===== src/rtl/wb_write_queue_if.sv =====
// Bus bundle for wb_write_queue: push side, register-file write port,
// two forwarding lookup ports and the occupancy count.
interface wb_write_queue_if #(
    parameter int DEPTH = 4,
    parameter int XLEN  = 32
);
    localparam int CNT_W = $clog2(DEPTH) + 1;

    logic             in_valid;
    logic             in_ready;
    logic [4:0]       in_addr;
    logic [XLEN-1:0]  in_data;
    logic             flush;
    logic             rf_busy;
    logic             write_enable;
    logic [4:0]       addr_rd;
    logic [XLEN-1:0]  data_rd;
    logic [4:0]       fwd_addr_rs1;
    logic             fwd_hit_rs1;
    logic [XLEN-1:0]  fwd_data_rs1;
    logic [4:0]       fwd_addr_rs2;
    logic             fwd_hit_rs2;
    logic [XLEN-1:0]  fwd_data_rs2;
    logic [CNT_W-1:0] count;

    modport master (
        output in_valid, in_addr, in_data, flush, rf_busy, fwd_addr_rs1, fwd_addr_rs2,
        input  in_ready, write_enable, addr_rd, data_rd,
               fwd_hit_rs1, fwd_data_rs1, fwd_hit_rs2, fwd_data_rs2, count
    );

    modport slave (
        input  in_valid, in_addr, in_data, flush, rf_busy, fwd_addr_rs1, fwd_addr_rs2,
        output in_ready, write_enable, addr_rd, data_rd,
               fwd_hit_rs1, fwd_data_rs1, fwd_hit_rs2, fwd_data_rs2, count
    );
endinterface


===== src/rtl/wb_write_queue.sv =====
// In-order register-file write queue with rs1/rs2 forwarding of pending writes.
// Optional WB_COALESCE_EN: a push to the same register as the youngest entry merges in place.
module wb_write_queue #(
    parameter int DEPTH = 4,
    parameter int XLEN  = 32
) (
    input  logic              clock,
    input  logic              reset_n,
    wb_write_queue_if.slave   bus
);
    localparam int PTR_W = $clog2(DEPTH);
    localparam int CNT_W = PTR_W + 1;

    typedef struct packed {
        logic            hit;
        logic [XLEN-1:0] data;
    } fwd_t;

    logic [4:0]       r_addr [DEPTH];
    logic [XLEN-1:0]  r_data [DEPTH];
    logic [PTR_W-1:0] r_head;
    logic [PTR_W-1:0] r_tail;
    logic [CNT_W-1:0] r_count;

    logic             w_empty;
    logic             w_full;
    logic             w_pop;
    logic             w_coalesce;
    logic             w_in_ready;
    logic             w_accept;
    logic             w_alloc;
    logic             w_merge;
    logic [PTR_W-1:0] w_young;
    fwd_t             w_fwd1;
    fwd_t             w_fwd2;

    assign w_empty = (r_count == '0);
    assign w_full  = (r_count == CNT_W'(DEPTH));
    assign w_pop   = !w_empty && !bus.rf_busy && !bus.flush;
    assign w_young = r_tail - PTR_W'(1);

`ifdef WB_COALESCE_EN
    // A single entry that is leaving this cycle cannot absorb the new value.
    assign w_coalesce = !w_empty && (bus.in_addr != 5'd0) && (r_addr[w_young] == bus.in_addr)
                        && !((r_count == CNT_W'(1)) && w_pop);
`else
    assign w_coalesce = 1'b0;
`endif

    assign w_in_ready = !w_full || w_coalesce;
    assign w_accept   = bus.in_valid && w_in_ready && !bus.flush;
    assign w_alloc    = w_accept && (bus.in_addr != 5'd0) && !w_coalesce;
    assign w_merge    = w_accept && w_coalesce;

    // NOTE: sequential state uses non-blocking assignments so every register samples pre-edge values.
    always_ff @(posedge clock or negedge reset_n) begin
        if (!reset_n) begin
            r_head  <= '0;
            r_tail  <= '0;
            r_count <= '0;
        end else if (bus.flush) begin
            r_head  <= '0;
            r_tail  <= '0;
            r_count <= '0;
        end else begin
            if (w_pop)   r_head <= r_head + PTR_W'(1);
            if (w_alloc) r_tail <= r_tail + PTR_W'(1);
            case ({w_alloc, w_pop})
                2'b10:   r_count <= r_count + CNT_W'(1);
                2'b01:   r_count <= r_count - CNT_W'(1);
                default: r_count <= r_count;
            endcase
        end
    end

    // NOTE: entry storage has no reset; validity comes solely from head/count.
    always_ff @(posedge clock) begin
        if (w_alloc) begin
            r_addr[r_tail] <= bus.in_addr;
            r_data[r_tail] <= bus.in_data;
        end else if (w_merge) begin
            r_data[w_young] <= bus.in_data;
        end
    end

    // Scan oldest to youngest so the last match is the newest value.
    function automatic fwd_t fwd_lookup(input logic [4:0] addr);
        fwd_t             res;
        logic [PTR_W-1:0] idx;
        res = '0;
        for (int k = 0; k < DEPTH; k++) begin
            idx = r_head + PTR_W'(k);
            if ((addr != 5'd0) && (CNT_W'(k) < r_count) && (r_addr[idx] == addr)) begin
                res.hit  = 1'b1;
                res.data = r_data[idx];
            end
        end
        return res;
    endfunction

    // NOTE: combinational blocks assign every output a default first, so no latch is inferred.
    always_comb begin
        w_fwd1 = '0;
        w_fwd2 = '0;
        w_fwd1 = fwd_lookup(bus.fwd_addr_rs1);
        w_fwd2 = fwd_lookup(bus.fwd_addr_rs2);
    end

    assign bus.in_ready     = w_in_ready;
    assign bus.write_enable = w_pop;
    assign bus.addr_rd      = w_empty ? 5'd0 : r_addr[r_head];
    assign bus.data_rd      = w_empty ? '0   : r_data[r_head];
    assign bus.fwd_hit_rs1  = w_fwd1.hit;
    assign bus.fwd_data_rs1 = w_fwd1.data;
    assign bus.fwd_hit_rs2  = w_fwd2.hit;
    assign bus.fwd_data_rs2 = w_fwd2.data;
    assign bus.count        = r_count;

endmodule


===== src/flat_wrapper.sv =====
// flat-port wrapper written by rule: the top's interface ports become plain ports
module wb_write_queue_flat 
#(
    parameter int DEPTH = 4,
    parameter int XLEN  = 32
)
  (clock, reset_n, bus_in_valid, bus_in_addr, bus_in_data, bus_flush, bus_rf_busy, bus_fwd_addr_rs1, bus_fwd_addr_rs2, bus_in_ready, bus_write_enable, bus_addr_rd, bus_data_rd, bus_fwd_hit_rs1, bus_fwd_data_rs1, bus_fwd_hit_rs2, bus_fwd_data_rs2, bus_count);
  wb_write_queue_if #(.DEPTH(DEPTH), .XLEN(XLEN)) bus_i ();
  input  logic clock;
  input  logic reset_n;
  input wire logic [$bits(bus_i.in_valid)-1:0] bus_in_valid;
  input wire logic [$bits(bus_i.in_addr)-1:0] bus_in_addr;
  input wire logic [$bits(bus_i.in_data)-1:0] bus_in_data;
  input wire logic [$bits(bus_i.flush)-1:0] bus_flush;
  input wire logic [$bits(bus_i.rf_busy)-1:0] bus_rf_busy;
  input wire logic [$bits(bus_i.fwd_addr_rs1)-1:0] bus_fwd_addr_rs1;
  input wire logic [$bits(bus_i.fwd_addr_rs2)-1:0] bus_fwd_addr_rs2;
  output wire logic [$bits(bus_i.in_ready)-1:0] bus_in_ready;
  output wire logic [$bits(bus_i.write_enable)-1:0] bus_write_enable;
  output wire logic [$bits(bus_i.addr_rd)-1:0] bus_addr_rd;
  output wire logic [$bits(bus_i.data_rd)-1:0] bus_data_rd;
  output wire logic [$bits(bus_i.fwd_hit_rs1)-1:0] bus_fwd_hit_rs1;
  output wire logic [$bits(bus_i.fwd_data_rs1)-1:0] bus_fwd_data_rs1;
  output wire logic [$bits(bus_i.fwd_hit_rs2)-1:0] bus_fwd_hit_rs2;
  output wire logic [$bits(bus_i.fwd_data_rs2)-1:0] bus_fwd_data_rs2;
  output wire logic [$bits(bus_i.count)-1:0] bus_count;
  assign bus_i.in_valid = bus_in_valid;
  assign bus_i.in_addr = bus_in_addr;
  assign bus_i.in_data = bus_in_data;
  assign bus_i.flush = bus_flush;
  assign bus_i.rf_busy = bus_rf_busy;
  assign bus_i.fwd_addr_rs1 = bus_fwd_addr_rs1;
  assign bus_i.fwd_addr_rs2 = bus_fwd_addr_rs2;
  assign bus_in_ready = bus_i.in_ready;
  assign bus_write_enable = bus_i.write_enable;
  assign bus_addr_rd = bus_i.addr_rd;
  assign bus_data_rd = bus_i.data_rd;
  assign bus_fwd_hit_rs1 = bus_i.fwd_hit_rs1;
  assign bus_fwd_data_rs1 = bus_i.fwd_data_rs1;
  assign bus_fwd_hit_rs2 = bus_i.fwd_hit_rs2;
  assign bus_fwd_data_rs2 = bus_i.fwd_data_rs2;
  assign bus_count = bus_i.count;
  wb_write_queue #(.DEPTH(DEPTH), .XLEN(XLEN)) u_core (.clock(clock), .reset_n(reset_n), .bus(bus_i));
endmodule

===== config.mk =====
export PLATFORM = sky130hd
export DESIGN_NAME = wb_write_queue_flat
export DESIGN_NICKNAME = d
export VERILOG_FILES = /design/src/rtl/wb_write_queue_if.sv /design/src/rtl/wb_write_queue.sv /design/src/flat_wrapper.sv
export SDC_FILE = /design/constraint.sdc
export NUM_CORES = 1
export LEC_CHECK = 0
export BUFFER_PORTS_ARGS = -buffer_cell sky130_fd_sc_hd__buf_2
export CORE_MARGIN = 3
export CORE_UTILIZATION = 36
export DETAILED_ROUTE_END_ITERATION = 6
export REMOVE_ABC_BUFFERS = 1
export SYNTH_ARGS = -nofsm -noshare
export SYNTH_HDL_FRONTEND = slang
export SYNTH_SLANG_ARGS = --single-unit

===== constraint.sdc =====
create_clock -name clock -period 4.17 [get_ports clock]
set_clock_uncertainty 0.2 [all_clocks]
set_input_delay 0.2085 -clock clock [delete_from_list [all_inputs] [get_ports clock]]
set_output_delay 0.2085 -clock clock [all_outputs]
set_load 0.02 [all_outputs]

== After elaboration in Yosys (flattened, before gate mapping) ==
Memories as Yosys holds them, arrays and structs flattened.
Cells that the tools add are included.
Operators by class
  reductions and logical operators: 32
  $lt $le $gt $ge: 4
  muxes and demuxes: 18
  add/sub/neg operators: 6
  equal/unequal tests: 11
Operator list (count)
  $mux W33: 8
  $eq A5 B5 Y1: 8
  $mux W32: 1
  $logic_and A1 B1 Y1: 21
  $reduce_bool A5 Y1: 3
  $mux W2: 4
  $lt A1 B3 Y1 const A: 2
  $lt A2 B3 Y1 const A: 2
  $pmux W3 S2: 1
  $mux W5: 1
  $add A2 B1 Y2 const B: 2
  $add A2 B2 Y2 const B: 2
  $logic_not A1 Y1: 4
  $reduce_bool A2 Y1: 2
  $add A3 B1 Y3 const B: 1
  $eq A3 B3 Y1 const B: 1
  $logic_not A3 Y1: 1
  $mux W3: 1
  $reduce_bool A3 Y1: 1
  $sub A3 B1 Y3 const B: 1
  $eq A2 B1 Y1 const B: 1
  $eq A2 B2 Y1 const B: 1
  $mux W1: 2
Word-level totals
  output and inout port bits: 108
  flip-flop bits (word level): 7
  memories: 2
  RAM bits: 148
Memory list
  u_core.r_data: words 4, width 32, read ports 4, clocked after memory_dff 0, write ports 1, RTL line wb_write_queue.sv:20  | logic [XLEN-1:0] r_data [DEPTH];
  u_core.r_addr: words 4, width 5, read ports 4, clocked after memory_dff 0, write ports 1, RTL line wb_write_queue.sv:19  | logic [4:0] r_addr [DEPTH];

== Depth between registers and ports, before layout ==
Gate-level depths: netlist of run 1.
  depth in word-level cells: 8
  gate-level depth with buffers: 13
  gate-level depth less buffers: 9

== Worst setup path before layout of run 1 ==
OpenSTA, ideal clock, no wires.
  path kind: register to register
  start point: reg u_core.r_count[0], in the netlist u_core.bus.count[0]
  end point: mem u_core.r_addr[0][0] (enable)
  required time: 3.539 ns
  setup slack: 0.461 ns
  path buffers: 1
  stages on the path, launching flop included: 7
  arrival time: 3.078 ns
  cells stage by stage: dfrtp_1 -> inv_1 -> ha_1 -> nand2_1 -> o2111ai_1 -> clkbuf_1 -> nor2_1
On the way
  longest elaborated chain between the ends: 7
Ends and longest elaborated chain
  from (decl): RTL line wb_write_queue.sv:23  | logic [CNT_W-1:0] r_count;
  from (signal assigned): RTL line wb_write_queue.sv:69  | 2'b10: r_count <= r_count + CNT_W'(1);
  from (signal assigned): RTL line wb_write_queue.sv:70  | 2'b01: r_count <= r_count - CNT_W'(1);
  from (signal assigned): RTL line wb_write_queue.sv:71  | default: r_count <= r_count;
  $eq A3 B3 Y1: RTL line wb_write_queue.sv:38  | assign w_full = (r_count == CNT_W'(DEPTH));
  $logic_not A1 Y1: RTL line wb_write_queue.sv:50  | assign w_in_ready = !w_full || w_coalesce;
  named net bus_in_ready: RTL line flat_wrapper.sv:18  | output wire logic [$bits(bus_i.in_ready)-1:0] bus_in_ready;
  $logic_and A1 B1 Y1 (2 in a row): RTL line wb_write_queue.sv:51  | assign w_accept = bus.in_valid && w_in_ready && !bus.flush;
  $logic_and A1 B1 Y1: RTL line wb_write_queue.sv:52  | assign w_alloc = w_accept && (bus.in_addr != 5'd0) && !w_coalesce;
  $mux W1: RTL line wb_write_queue.sv:78  | if (w_alloc) begin
  $mux W1 (not written as such): RTL line wb_write_queue.sv:79  | r_addr[r_tail] <= bus.in_addr;
  to (decl): RTL line wb_write_queue.sv:19
The timed path passes the listed nets, and every way through them passes these cells.

== Worst setup path in the final report of run 1 ==
  start point: reg u_core.r_head[0]
  end point: out bus_fwd_data_rs2[8]
On the way
  longest elaborated chain between the ends: 7
  elaborated cells on any way between the ends: 17
  classes of those cells: 3 x add/sub; 4 x eq/ne; 4 x mux; 4 x reduce/logical; 2 x memory
Ends and longest elaborated chain
  from (decl): RTL line wb_write_queue.sv:21  | logic [PTR_W-1:0] r_head;
  from (signal assigned): RTL line wb_write_queue.sv:66  | if (w_pop) r_head <= r_head + PTR_W'(1);
  $add A2 B1 Y2 or $mem_v2 Z4 W5 (tied branches)
  $mem_v2 Z4 W5 or $eq A5 B5 Y1 (tied branches)
  $eq A5 B5 Y1 or $logic_and A1 B1 Y1 (tied branches): RTL line wb_write_queue.sv:93  | if ((addr != 5'd0) && (CNT_W'(k) < r_count) && (r_addr[idx] == addr)) begin
  $logic_and A1 B1 Y1 or $mux W33 (tied branches): RTL line wb_write_queue.sv:93
  $mux W33 (2 in a row): RTL line wb_write_queue.sv:93
  $mux W33 (*): RTL line wb_write_queue.sv:93
  to (decl): RTL line flat_wrapper.sv:25  | output wire logic [$bits(bus_i.fwd_data_rs2)-1:0] bus_fwd_data_rs2;
Mark *: on every way between the ends. The rest lies on a longest branch, timed or not.

==> results of run 1 <==
synth_stat cells (2+ instances only):
cell      count
nor2_1      165
edfxtp_1    148
mux2_2       97
a21oi_1      96
mux2i_1      85
o21ai_0      80
nand2_1      75
nor2b_1      41
clkbuf_1     40
xnor2_1      34
nand3_1      31
a22oi_1      28
buf_2        28
mux2_4       23
a211oi_2     21
xor2_1       17
nor3_1       16
buf_6        15
mux4_2       15
inv_1        14
buf_4        11
a211oi_1      9
ha_1          8
dfrtp_1       7
buf_1         5
nand2b_1      4
a22o_1        3
a31oi_1       3
nor4_2        3
o31ai_1       3
or4_1         3
buf_8         2
nand4_1       2
o21ai_1       2
o21ai_2       2
o22ai_1       2
through the flow:
| stage | hold WS [ns] | worst slack (ns) | setup TNS (ns) |
|---|---|---|---|
| 2_1_floorplan | -0.287 | -4.66 | -380.55 |
| 3_3_place_gp | -0.140 | 0.590 | 0 |
| 3_5_place_dp | -0.142 | 0.545 | 0 |
| 4_1_cts | 0.0299 | 0.0665 | 0 |
| 5_1_grt | 0.105 | 0.00627 | 0 |
| 6_report | 0.0496 | 0.177 | 0 |
cells by family (layout without fill, tap and decap cells):
logic type	Yosys count	in the layout
AO/OA/AOI/OAI	260	260
XOR/XNOR	51	51
adder cells (fa/ha/maj)	9	9
buffers and inverters	116	279
flip-flops	155	155
multiplexers	221	221
other	0	2
AND/OR/NAND/NOR	345	345
what timing repair did:
| action | in CTS | in global routing |
|---|---|---|
| setup endpoints to repair | 0 | 36 |
| gates resized for setup | 0 | 2 |
| hold buffers | 40 | 0 |
| hold endpoints to repair | 162 | 0 |
| setup buffers | 0 | 1 |
registers in the layout, indices dropped and copies added (netlist names):
register          flops
u_core.r_head         2
u_core.r_addr        20
u_core.r_data       128
u_core.r_tail         2
u_core.bus.count      3
worst max-delay path: stages, from the launching register on:
cell and delay [ns]:
dfrtp_4 0.58, buf_8 0.21, mux4_2 0.56, xnor2_1 0.16
nand4_1 0.11, or4_4 0.47, a21boi_4 0.22, buf_12 0.22
a211oi_2 0.09, a21oi_1 0.30, buf_2 0.24
power by group:
group          total, mW  internal [mW]  switching, mW
Sequential          1.95           1.83          0.119
Clock               1.63          0.968          0.665
Combinational       4.05           1.66           2.40
layout make-up:
cell class / count / share of cell area, %
clock inverters: 15 / 1.46
diodes: 2 / 0.0362
repair buffers: 233 / 11.3
multi-input cells: 886 / 46.7
flip-flops and latches: 155 / 33.4
well taps: 402 / 3.63
inverters: 14 / 0.398
clock buffers: 17 / 3.07
path summary, 6_finish.rpt:
kind                                                  from                             to  cells after the start
hold / removal                                 bus_rf_busy   u_core.r_head[0]$_DFFE_PN0P_                      4
min in group asynchronous                          reset_n   u_core.r_tail[0]$_DFFE_PN0P_                      3
setup / recovery              u_core.r_head[0]$_DFFE_PN0P_            bus_fwd_data_rs2[8]                     10
max in group asynchronous                          reset_n   u_core.r_head[0]$_DFFE_PN0P_                      3
setup reg to reg           u_core.bus.count[0]$_DFFE_PN0P_  u_core.r_data[1][9]$_DFFE_PP_                      7
hold reg to reg               u_core.r_tail[0]$_DFFE_PN0P_   u_core.r_tail[0]$_DFFE_PN0P_                      1
routing by layer:
layer	track usage [%]	part of all wire, %	vias to the layer above
li1	-	-	4524
met1	26.1	45	4564
met2	32.0	48	290
met3	2.97	5.2	42
met4	5.18	1.8	0
met5	0	0	-
==> metrics.txt, run 1 <==
Slew HR between 40% and 50%; Distinct cells, synth 55; routability cong. about 0.9; synth top area cells edfxtp_1, mux2_2, mux2i_1; dpl cell area 12800 um^2; mean routed wirelength per cell just under 20 um; most frequent cells in the layout nor2_1, buf_2, edfxtp_1; number of fill cells between 3000 and 4000; Worst setup SP type flop; 1st-iter DRT viols slightly above 700; htree depth 4; row count 65; Max Fclk approximately 250 MHz; largest family of logic cells by synthesized area multiplexers; xor/xnor share of the synthesized area under 10%; CP required around 3.8 ns; Synth Warn # 0; Post-synth EDFFs between 100 and 150; # setup viols final 0; area leader, netlist edfxtp_1; post-detail-place hpwl about 23 mm; synthesis-stage register bit count roughly 160; drt drc 0; final core occ between 40% and 50%; CP Data Arrival Time roughly 3.6 ns; final period utilization 95.7%; Final Max Slew Viols 0; post-synthesis sequential area ratio about two fifths; post-route ant nets 0; register area between 4000 and 5000 um^2; die width roughly 190 um; Root Driver clkbuf_16; maximum VDD drop approximately 0.35 mV; starting density of the core 36.7%; adder-cell share of the synthesized area 0.947%; synthesized area about 12000 um^2; All-Layer GR Usage between 10% and 20%; Worst Tran Pin Value around 0.9 ns; final layout net count between 1000 and 1500; global-route wire length before repair just over 50 mm; fin cells ~1700; clock sink total about 160; Most used DFF post-synth edfxtp_1; DRT Pass-1 Iters 5; Min Clock Period, post-route about 4 ns; I/O Buffers ~160; Crit Path Category reg2out; via/cell ratio approximately 5.5; clock buffer depth 2; total grt overflow 0; Reg clk slew, reported paths around 0.070 ns; final instance area around 14000 um^2; Synth top area share between 30% and 40%; commonest non-fill, non-tap cell in the layout nor2_1; die height approximately 190 um; total chip power 7.63 mW; asr flop ratio synth roughly 4.5%; Leak 5.30 nW; die area about 34000 um^2; reg2reg setup slack approximately 1.2 ns; CP max FO 18; clk_lat worst skew 0.42 ns; Synth Area per Inst 10.1 um^2; vias in the first global route ~9200; post-synthesis mux area share roughly 23%; crit end category output pin; RSZ-0062 raised after global routing false; IO Count 160; Simple-Gate Fraction of Synth Area a little over an eighth; HP Class in2reg; CTS Buf Count 17; cell total after placement around 1600; synth-to-layout area growth 19.0%; Synth Area in Compound Gates around 14%; layout cells sized above 1 30.5%; Multi-input gate area around 6500 um^2; total core area about 32000 um^2; pwr dens ~550 nW/um^2; final hold vios 0; largest net degree at the start of global routing 92; # Max-Cap Violations 0; CTS tree done; Vias 9420; Syn Inst Count 1157; initial antenna violation count 2; status finished clean; final wirelength between 30 and 40 mm
Note: power is estimated with default switching activity, not from simulation.
==> run 2, diff against run 1 <==
- CORE_MARGIN: 3 -> 5
- SETUP_SLACK_MARGIN: not set -> 0.4
==> run 2 against run 1 <==
Effect of this change:
- sequential power about the same
- largest power group unchanged
- cell area up 3.6%
- global-route usage down 0.46 points
==> metrics.txt, run 2 (synthesized netlist as in run 1, its figures left out) <==
CP Data Arrival Time 3.39 ns (was 3.58 ns); synth-to-layout area growth 23.4% (was 19.0%); vias in the first global route 9533 (was 9178); Int Power 4.50 mW (was 4.45 mW); Max Fclk 263 MHz (was 250 MHz); I/O Buffers 159 (unchanged); CP max FO 12 (was 18); CP max stage cell mux4_2 (was dfrtp_4); Biggest register u_core.r_data (unchanged); crit end category output pin (unchanged); final layout net count 1388 (was 1367); worst-path cell chain buf_6 -> mux4_2 -> xor2_1 -> nor4_4 -> o21ai_4 -> buf_8 -> mux2_4 -> a211oi_2 -> a21oi_2 -> buf_4 (was buf_8 -> mux4_2 -> xnor2_1 -> nand4_1 -> or4_4 -> a21boi_4 -> buf_12 -> a211oi_2 -> a21oi_1 -> buf_2); # setup viols final 0 (unchanged); via/cell ratio 5.55 (was 5.46); mean routed wirelength per cell 20.6 um (was 19.4 um); Reg clk slew, reported paths 0.07 ns (about the same); dpl cell area 12700 um^2 (was 12800 um^2); die width 190 um (was 186 um); pwr dens 548 nW/um^2 (was 552 nW/um^2); final instance area 14300 um^2 (was 13800 um^2); final hold slack 0.0684 ns (was 0.0496 ns); total grt overflow 0 (unchanged); Final Max Slew Viols 0 (unchanged); post-detail-place hpwl 23.3 mm (was 23.0 mm); clock sink total 155 (unchanged); clock buffer depth 2 (unchanged); htree depth 4 (unchanged); final core occ 45.2% (was 43.6%); 1st-iter DRT viols 748 (was 714); Sw Pwr 3.37 mW (was 3.18 mW); R2R cell count 7 (unchanged); Logic pwr share 55.1% (was 53.1%); Vias 9698 (was 9420); All-Layer GR Usage 18.7% (was 19.2%); worst reg2reg path startpoint u_core.bus.count[0]$_DFFE_PN0P_ (unchanged); Slew HR 41.9% (was 40.1%); Leak 5.46 nW (was 5.30 nW); largest net degree at the start of global routing 89 (was 92); reg2reg setup slack 1.40 ns (was 1.23 ns); # Max-Cap Violations 0 (unchanged); CTS tree done (unchanged); most frequent cells in the layout nor2_1, edfxtp_1, buf_2 (was nor2_1, buf_2, edfxtp_1); drt drc 0 (unchanged); maximum VDD drop 0.300 mV (was 0.351 mV); global-route wire length before repair 53.4 mm (was 51.6 mm); RSZ-0062 raised after global routing true (was false); commonest non-fill, non-tap cell in the layout nor2_1 (unchanged); Setup TNS 0 ns (unchanged); CTS Buf Count 17 (unchanged); total chip power 7.87 mW (was 7.63 mW); final wirelength 36.0 mm (was 33.5 mm); total core area 31700 um^2 (unchanged); final period utilization 91.1% (was 95.7%); die area 36000 um^2 (was 34500 um^2); status finished clean (unchanged); routability cong. 0.847 (was 0.892); Crit Path Category reg2out (unchanged); CP max stage delay 0.54 ns (was 0.58 ns); Root Driver clkbuf_16 (unchanged); layout cells sized above 1 33.7% (was 30.5%); Worst Setup SP u_core.r_head[0]$_DFFE_PN0P_ (unchanged); starting density of the core 36.7% (unchanged); HP Class in2reg (unchanged); Worst setup SP type flop (unchanged); die height 190 um (was 186 um); Clock power frac 20.4% (was 21.4%); CP required 3.76 ns (about the same); Min Clock Period, post-route 3.80 ns (was 3.99 ns); worst setup path endpoint bus_fwd_data_rs2[21] (was bus_fwd_data_rs2[8]); RR Endpoint u_core.r_data[2][18]$_DFFE_PP_ (was u_core.r_data[1][9]$_DFFE_PP_); clk_lat worst skew 0.42 ns (about the same); sequential power share 24.5% (was 25.5%); post-route ant nets 0 (unchanged); initial antenna violation count 2 (unchanged); worst hold stages 4 (unchanged); max reg flops 128 (unchanged); Worst Tran Pin Value 0.871 ns (was 0.899 ns); switching fraction of total power 42.9% (was 41.7%); IO Count 160 (unchanged); DRT Pass-1 Iters 7 (was 5); row count 65 (unchanged); final hold vios 0 (unchanged)
## run 2: cell types whose count changed in the layout (fill, tap and decap cells not counted), sizes merged, moves of 2 or more
cell    before  now
bufinv       3    1
inv         22   20
clkinv       4    7
buf        193  209
clkbuf      17   22
## run 2: power by group through the flow
| stage | Sequential, mW | Clock (mW) | Combinational (mW) |
|---|---|---|---|
| detailed placement | 1.97 | 0 | 4.04 |
| CTS | 1.93 | 1.63 | 4.18 |
| floorplan | 2.20 | 0 | 2.91 |
| finish | 1.93 | 1.60 | 4.33 |
| global route | 1.94 | 1.70 | 4.67 |
| global placement | 1.96 | 0 | 4.00 |
## run 2: area by class of cell
cell class                 count  area, um^2
timing repair buffer         254        1920
clock buffer                  17         425
multi-input combinational    886        6600
antenna                        3        7.51
tap                          402         503
inverter                      14        55.1
fill                        3026       17400
clock inverter                15         204
sequential                   155        4630
## run 2: critical path, delay by kind of cell, from the launching register on
kind                   cells  cell delay (ns)
multiplexers               2             0.85
AO/OA/AOI/OAI              3             0.51
buffers and inverters      3             0.53
AND/OR/NAND/NOR            1             0.39
XOR/XNOR                   1             0.19
flip-flops                 1             0.48
## run 2: worst min-delay path by stage
stage | endpoint | startpoint | slack [ns]
finish | u_core.r_head[0]$_DFFE_PN0P_ | bus_rf_busy | 0.07
global route | u_core.r_head[0]$_DFFE_PN0P_ | bus_rf_busy | 0.08
CTS | u_core.r_head[0]$_DFFE_PN0P_ | bus_rf_busy | 0.04
detailed placement | u_core.r_tail[0]$_DFFE_PN0P_ | reset_n | -0.14
global placement | u_core.r_tail[1]$_DFFE_PN0P_ | reset_n | -0.14
floorplan | u_core.bus.count[0]$_DFFE_PN0P_ | reset_n | -0.29
## run 2: per-stage QoR
step	worst slack [ns]	instances
global placement	0.532	1648
detailed placement	0.481	1648
global route	0.299	1745
floorplan	-4.66	1055
finish	0.373	1746
CTS	0.351	1728
## run 2: timing repair
| item | in CTS | in global routing |
|---|---|---|
| cloned | 0 | 4 |
| buffers inserted | 8 | 11 |
| pin swaps | 3 | 6 |
| setup endpoints to repair | 59 | 62 |
| hold endpoints to repair | 162 | 0 |
| hold buffers | 40 | 0 |
| resized for setup | 25 | 64 |
## run 2: layer usage
metal | wire length [um] | global-route usage, % | vias up
li1 | - | - | 4564
met1 | 16200 | 25.0 | 4769
met2 | 17200 | 32.0 | 332
met3 | 1990 | 2.84 | 33
met4 | 599 | 4.95 | 0
met5 | 0 | 0 | -
